### config.mk
export PLATFORM = sky130hd
export DESIGN_NAME = friscv_mem_arbiter
export DESIGN_NICKNAME = d
export VERILOG_FILES = /design/src/rtl/friscv_mem_arbiter.sv
export SDC_FILE = /design/constraint.sdc
export NUM_CORES = 1
export LEC_CHECK = 0
export ABC_AREA = 1
export ABC_CLOCK_PERIOD_IN_PS = 2400
export CORE_AREA = 2 2 103 105
export CTS_CLUSTER_SIZE = 8
export DETAILED_ROUTE_END_ITERATION = 16
export DIE_AREA = 0 0 105 107
export GPL_ROUTABILITY_DRIVEN = 0
export GPL_TIMING_DRIVEN = 0
export MAX_ROUTING_LAYER = met4
export SLEW_MARGIN = 40
export SYNTH_ARGS = -nofsm -noshare
export SYNTH_HDL_FRONTEND = slang
export SYNTH_SLANG_ARGS = --single-unit
export TNS_END_PERCENT = 1
### constraint.sdc
create_clock -name aclk -period 2.4 [get_ports aclk]
set_input_delay 0.24 -clock aclk [delete_from_list [all_inputs] [get_ports aclk]]
set_output_delay 0.24 -clock aclk [all_outputs]
set_load 0.02 [all_outputs]
### src/rtl/friscv_mem_arbiter.sv
// Round-robin arbiter sharing one single-port data memory between two requesters.
// One access is in flight at a time; the owner's bus passes straight through to memory.
module friscv_mem_arbiter #(
  parameter int ADDRW = 16,
  parameter int XLEN  = 32
) (
  input  logic              aclk,
  input  logic              srst,
  input  logic              p0_en,
  input  logic              p0_wr,
  input  logic [ADDRW-1:0]  p0_addr,
  input  logic [XLEN-1:0]   p0_wdata,
  input  logic [XLEN/8-1:0] p0_strb,
  output logic [XLEN-1:0]   p0_rdata,
  output logic              p0_ready,
  input  logic              p1_en,
  input  logic              p1_wr,
  input  logic [ADDRW-1:0]  p1_addr,
  input  logic [XLEN-1:0]   p1_wdata,
  input  logic [XLEN/8-1:0] p1_strb,
  output logic [XLEN-1:0]   p1_rdata,
  output logic              p1_ready,
  output logic              m_en,
  output logic              m_wr,
  output logic [ADDRW-1:0]  m_addr,
  output logic [XLEN-1:0]   m_wdata,
  output logic [XLEN/8-1:0] m_strb,
  input  logic [XLEN-1:0]   m_rdata,
  input  logic              m_ready,
  output logic [1:0]        grant
);

  typedef enum logic [1:0] {
    IDLE = 2'd0,
    GNT0 = 2'd1,
    GNT1 = 2'd2
  } state_t;

  state_t state_q, state_d;
  logic   last_q, last_d;   // index of the requester served most recently

  always_ff @(posedge aclk) begin
    if (srst) begin
      state_q <= IDLE;
      last_q  <= 1'b1;
    end else begin
      state_q <= state_d;
      last_q  <= last_d;
    end
  end

  always_comb begin
    state_d  = state_q;
    last_d   = last_q;
    grant    = 2'b00;
    m_en     = 1'b0;
    m_wr     = 1'b0;
    m_addr   = '0;
    m_wdata  = '0;
    m_strb   = '0;
    p0_ready = 1'b0;
    p0_rdata = '0;
    p1_ready = 1'b0;
    p1_rdata = '0;

    unique case (state_q)
      IDLE: begin
        if (p0_en && p1_en) begin
          state_d = last_q ? GNT0 : GNT1;
        end else if (p0_en) begin
          state_d = GNT0;
        end else if (p1_en) begin
          state_d = GNT1;
        end
      end
      GNT0: begin
        grant    = 2'b01;
        m_en     = p0_en;
        m_wr     = p0_wr;
        m_addr   = p0_addr;
        m_wdata  = p0_wdata;
        m_strb   = p0_strb;
        p0_ready = m_ready;
        p0_rdata = m_rdata;
        // hand over directly so a waiting requester sees no idle gap
        if (m_ready) begin
          last_d  = 1'b0;
          state_d = p1_en ? GNT1 : IDLE;
        end
      end
      GNT1: begin
        grant    = 2'b10;
        m_en     = p1_en;
        m_wr     = p1_wr;
        m_addr   = p1_addr;
        m_wdata  = p1_wdata;
        m_strb   = p1_strb;
        p1_ready = m_ready;
        p1_rdata = m_rdata;
        if (m_ready) begin
          last_d  = 1'b1;
          state_d = p0_en ? GNT0 : IDLE;
        end
      end
      default: state_d = IDLE;
    endcase

    // an access caught by reset is abandoned: nothing reaches memory or the requester
    if (srst) begin
      grant    = 2'b00;
      m_en     = 1'b0;
      m_wr     = 1'b0;
      m_addr   = '0;
      m_wdata  = '0;
      m_strb   = '0;
      p0_ready = 1'b0;
      p0_rdata = '0;
      p1_ready = 1'b0;
      p1_rdata = '0;
    end
  end

endmodule
==> results of run 1 <==
-- worst min path at each step --
| stage | from | end | cells after the start |
|---|---|---|---|
| floorplan | srst | state_q[0]$_SDFFE_PP0P_ | 1 |
| finish | last_q$_SDFFE_PP1P_ | last_q$_SDFFE_PP1P_ | 2 |
| CTS | last_q$_SDFFE_PP1P_ | last_q$_SDFFE_PP1P_ | 2 |
| global route | last_q$_SDFFE_PP1P_ | last_q$_SDFFE_PP1P_ | 2 |
| global placement | last_q$_SDFFE_PP1P_ | last_q$_SDFFE_PP1P_ | 2 |
| detailed placement | last_q$_SDFFE_PP1P_ | last_q$_SDFFE_PP1P_ | 2 |
-- final cells by class --
class	count	area, um^2
Tap cell	136	170
Inverter	45	169
Fill cell	1065	5540
Sequential cell	3	60.1
Buffer	23	135
Timing Repair Buffer	264	2870
Multi-Input combinational cell	259	1100
Clock buffer	4	45.0
-- per-stage QoR --
stage	worst slack, ns	TNS [ns]	hold slack [ns]	instances
2_1_floorplan	0.564	0	0.312	330
3_3_place_gp	0.0650	0	0.456	730
3_5_place_dp	0.0418	0	0.475	730
4_1_cts	0.00104	0	0.480	734
5_1_grt	-0.0577	-0.260	0.493	734
6_report	0.0798	0	0.482	734
-- cell usage after synthesis (all sizes together) --
master,number
a21oi,57
ha,5
buf,23
inv,45
o21ai,2
nand2,117
nor3,1
dfxtp,3
nand3,2
nor2,75
-- layer usage --
| layer | share of wire [%] | track usage, % | vias to the layer above |
|---|---|---|---|
| met3 | 6.3 | 2.43 | 12 |
| met5 | 0 | - | - |
| li1 | - | - | 1521 |
| met1 | 39 | 17.1 | 1264 |
| met4 | 1.4 | 3.43 | 0 |
| met2 | 53 | 28.1 | 122 |
-- timing repair --
item,in CTS,in global routing
endpoints found under the hold margin,0,0
resized for setup,10,97
hold buffers,0,0
gates cloned,0,0
pin swaps,0,0
endpoints found under the setup margin,26,101
-- worst register-to-register path: stages (launching register included) --
cell and delay, ns:
dfxtp_1 0.35, inv_1 0.10, ha_1 0.25, o21ai_0 0.29
nand3_1 0.15, nor2_1 0.13, nor2_1 0.06, nor2_1 0.08
-- power breakdown --
part	leakage [nW]	switching (mW)	internal [mW]	total, mW
clock network	0.0228	0.0340	0.113	0.147
logic	3.43	0.487	0.460	0.948
registers	0.0247	0.00556	0.0573	0.0629
total	3.48	0.527	0.631	1.16
-- flip-flops by register name, summed over array words and instances, names as in the netlist --
name and count:
state_q 2, last_q 1
-- cells by family after synthesis --
logic type,synth area share [%]
simple gates,50.8
buf+inv,20.4
fa+ha+maj,4.31
flops,4.13
compound gates,20.3
==> qor.yml, run 1 <==
ys_seq_elements: 3
drt_iter0_drc: 205
crit_start: "state_q[0]$_SDFFE_PP0P_"
syn_inst: 330
finalHoldViolCount: 0
synth_cell_type_count: 12
grt_max_degree: 11
diodes: 0
arrival_ns: 2.08
worstHoldPathType: "flip-flop to flip-flop"
maxCapViolCount: 0
rrSetupSlack_ns: 0.94
slew_headroom_pct: 78.5
finalMaxSlewViolations: 0
path_cells: "inv_1, ha_1, buf_2, buf_2, nand2_1, a21oi_1, clkdlybuf4s50_1"
initial_core_util_pct: 14.4
antenna_found_initial: 0
cts-buffers-inserted: 3
ios: 265
grt_pass1_wl_um: 13800
timing.critical_path.buf_inv: 4
place_area_um2: 4270
endpoint_kind: "output port"
crit_top_cell: "buf_2"
core_um2: 10100
cp-start-kind: "flip-flop"
wl_per_cell_um: 12.9
final_area_um2: 4550
finClkSkew_ns: 0.00321
crit_path_end: "m_wdata[15]"
status: "finished clean"
drc_errors: 0
num_vias: 2919
rsz0062_at_grt: "yes"
h-tree-depth: 1
seq_area_frac_synth_pct: 4.13
syn2layout_area_growth_pct: 213
port_buffers: 264
cts_tree: "built"
r2r-end: "state_q[0]$_SDFFE_PP0P_"
grt_usage_pct: 15.2
worst_slew_pin_slew_ns: 0.320
cp_max_fo: 10
worstSetupPathType: "flip-flop to output port"
wirelength_um: 9430
path_clk_slew_ns: 0.03
finalSetupViolations: 0
hpwl_um: 7870
yosysTopAreaCell: "nand2_1"
synth_nets: 478
syn_avg_cell_area_um2: 4.40
syn_area_um2: 1450
grt_pass1_vias: 2797
cp.depth: 7
reg2reg_from: "state_q[0]$_SDFFE_PP0P_"
die_area_um2: 11200
critPathRequiredTime_ns: 2.16
grt_overflow: 0
final_util_pct: 45.1
viasPerCell: 3.98
min_period_ns: 2.32
peakVddDrop_uv: 167
crit_slowest_cell: "clkdlybuf4s50_1"
yosysWarnings: 0
clock-sinks: 3
clock_latency_ns: 0.22
drive_above_1_share_pct: 4.52
path_delay_family: "buffers and inverters"
cts_buffer_depth: 2
cts-root-buf: "clkbuf_8"
final_cell_mix: "clkdlybuf4s50_1 (160), nand2_1 (116), dlymetal6s2s_1 (96)"
fmaxAchievable_mhz: 431
die_x_um: 105
powerDensity_nw_per_um2: 255
num_rows: 37
period_share_pct: 96.7
drtAntennaViolNets: 0
slowest_delay_ns: 0.63
cts_setup_buffers: 0
die_height_um: 107
synth.area.top_cells: "nand2_1 (30%), a21oi_1 (20%), nor2_1 (19%)"
final_common_cell: "clkdlybuf4s50_1"
p_leak_nw: 3.48
dr.pass1.iters: 4
power_mw: 1.16
r2r_cells: 7
synth_top_cell_area_share_pct: 30.0
nets: 747
(Power assumes the default switching activity.)
==> run 2, diff against run 1 <==
- ABC_CLOCK_PERIOD_IN_PS: 2400 -> default
==> results of run 2 <==
Same layout as run 1: the final DEF is identical, and so are final timing and power.
==> run 3, diff against run 2 <==
- REMOVE_ABC_BUFFERS: default -> 1
==> run 3 against run 2 <==
Clock power hardly changed. Via count is 0.31% lower. Register-to-register slack worse by 0.42 ns. Non-clock buffer count is 18 lower. Worst hold slack worse by 0.023 ns. Die area stayed put. Final area is 7.1% lower. Largest power group unchanged.
==> qor.yml, run 3 (synthesis gave the netlist of run 1 again) <==
cts-buffers-inserted: 3
die_height_um: 107
dr.pass1.iters: 5
finalMaxSlewViolations: 0
cts_tree: "built"
num_vias: 2910
viasPerCell: 4.06
cts_buffer_depth: 2
nets: 729
syn2layout_area_growth_pct: 191
grt_max_degree: 55
worstHoldPathType: "flip-flop to flip-flop"
final_common_cell: "clkdlybuf4s50_1"
worst_slew_pin_slew_ns: 0.362
dp_cells: 709
place_area_um2: 4220
grt_pass1_wl_um: 14200
status: "finished clean"
cp_max_fo: 32
grt_overflow: 0
fin_ws_ns: 0.109
arrival_ns: 2.05
finalHoldViolCount: 0
wirelength_um: 9590
die_area_um2: 11200
pwr-share-seq_pct: 5.7
maxCapViolCount: 0
die_x_um: 105
drive_above_1_share_pct: 2.41
swShare_pct: 47.3
drc_errors: 0
fin_cells: 716
final_cell_mix: "clkdlybuf4s50_1 (164), nand2_1 (116), dlygate4sd2_1 (88)"
critPathRequiredTime_ns: 2.16
clock-sinks: 3
cts-root-buf: "clkbuf_8"
rsz0062_at_grt: "yes"
diodes: 0
wl_per_cell_um: 13.4
fmaxAchievable_mhz: 437
comb_power_share_pct: 81.3
final_area_um2: 4230
grt_pass1_vias: 2793
endpoint_kind: "output port"
dpl_worst_slack_ns: -0.162
period_share_pct: 95.4
h-tree-depth: 1
power_mw: 1.15
grt_usage_pct: 16.2
antenna_found_initial: 0
switchingPower_mw: 0.543
powerDensity_nw_per_um2: 272
path_clk_slew_ns: 0.03
port_buffers: 264
cp-start-kind: "flip-flop"
finClkSkew_ns: 0.00258
clock_latency_ns: 0.22
hpwl_um: 7790
pwr-share-clk_pct: 12.9
drtAntennaViolNets: 0
regMostFlops: "state_q"
finalSetupViolations: 0
peakVddDrop_uv: 138
core_um2: 10100
worstSetupPathType: "flip-flop to output port"
p_leak_nw: 2.27
initial_core_util_pct: 14.4
p_int_mw: 0.605
largest_register_ffs: 2
drt_iter0_drc: 133
ios: 265
largestRegisters: "state_q: 2 flops, last_q: 1 flops"
min_period_ns: 2.29
num_rows: 37
slew_headroom_pct: 75.9
## run 3: per-stage QoR
| stage | util (%) | hold WS [ns] | setup TNS, ns |
|---|---|---|---|
| final | 41.9 | 0.459 | 0 |
| after global routing | 41.9 | 0.498 | -0.00276 |
| after CTS | 41.6 | 0.461 | 0 |
| after detailed placement | 41.8 | 0.457 | -3.26 |
| after global placement | 41.0 | 0.450 | -103.91 |
| after floorplan | - | 0.312 | -19.43 |
## run 3: per-layer routing
| layer | part of all wire (%) | GRT usage [%] | vias to the layer above |
|---|---|---|---|
| met2 | 52 | 29.4 | 119 |
| li1 | - | - | 1487 |
| met1 | 40 | 17.6 | 1284 |
| met5 | 0 | - | - |
| met3 | 5.0 | 3.16 | 20 |
| met4 | 3.1 | 5.81 | 0 |
## run 3: timing repair
item / in CTS / in global routing
gates cloned: 0 / 0
pin swaps: 1 / 0
gates resized for setup: 91 / 13
endpoints found under the hold margin: 0 / 0
setup buffers: 3 / 0
endpoints found under the setup margin: 119 / 32
hold buffers: 0 / 0
## run 3: final cells by class
type                            count  area [um^2]
Clock buffer                        4         45.0
Fill cell                        1121         5870
Inverter                           45          174
Multi-Input combinational cell    259         1140
Sequential cell                     3         60.1
Tap cell                          136          170
Timing Repair Buffer              269         2640
## run 3: path summary, 6_finish.rpt
check | start | end | slack (ns) | cells past startpoint
worst max-delay path | state_q[1]$_SDFFE_PP0P_ | p0_rdata[31] | 0.11 | 7
worst min-delay path | last_q$_SDFFE_PP1P_ | last_q$_SDFFE_PP1P_ | 0.46 | 2
worst max register to register | state_q[1]$_SDFFE_PP0P_ | state_q[0]$_SDFFE_PP0P_ | 0.52 | 9
worst min register to register | last_q$_SDFFE_PP1P_ | last_q$_SDFFE_PP1P_ | 0.46 | 2
## run 3: critical path, cell delays in order, from the launching register on
cell and delay [ns]:
dfxtp_1 0.35, inv_1 0.15, ha_4 0.17, inv_1 0.07, nor2_2 0.16, inv_4 0.16, nor2_1 0.14, clkdlybuf4s50_1 0.61
## run 3: power by group through the flow
stage                     clock, mW  sequential, mW  combinational, mW
after global placement            0          0.0630              0.926
after detailed placement          0          0.0662              0.971
after floorplan                   0          0.0625              0.412
final                         0.148          0.0659              0.933
after global routing          0.162          0.0671               1.01
after CTS                     0.156          0.0655              0.944
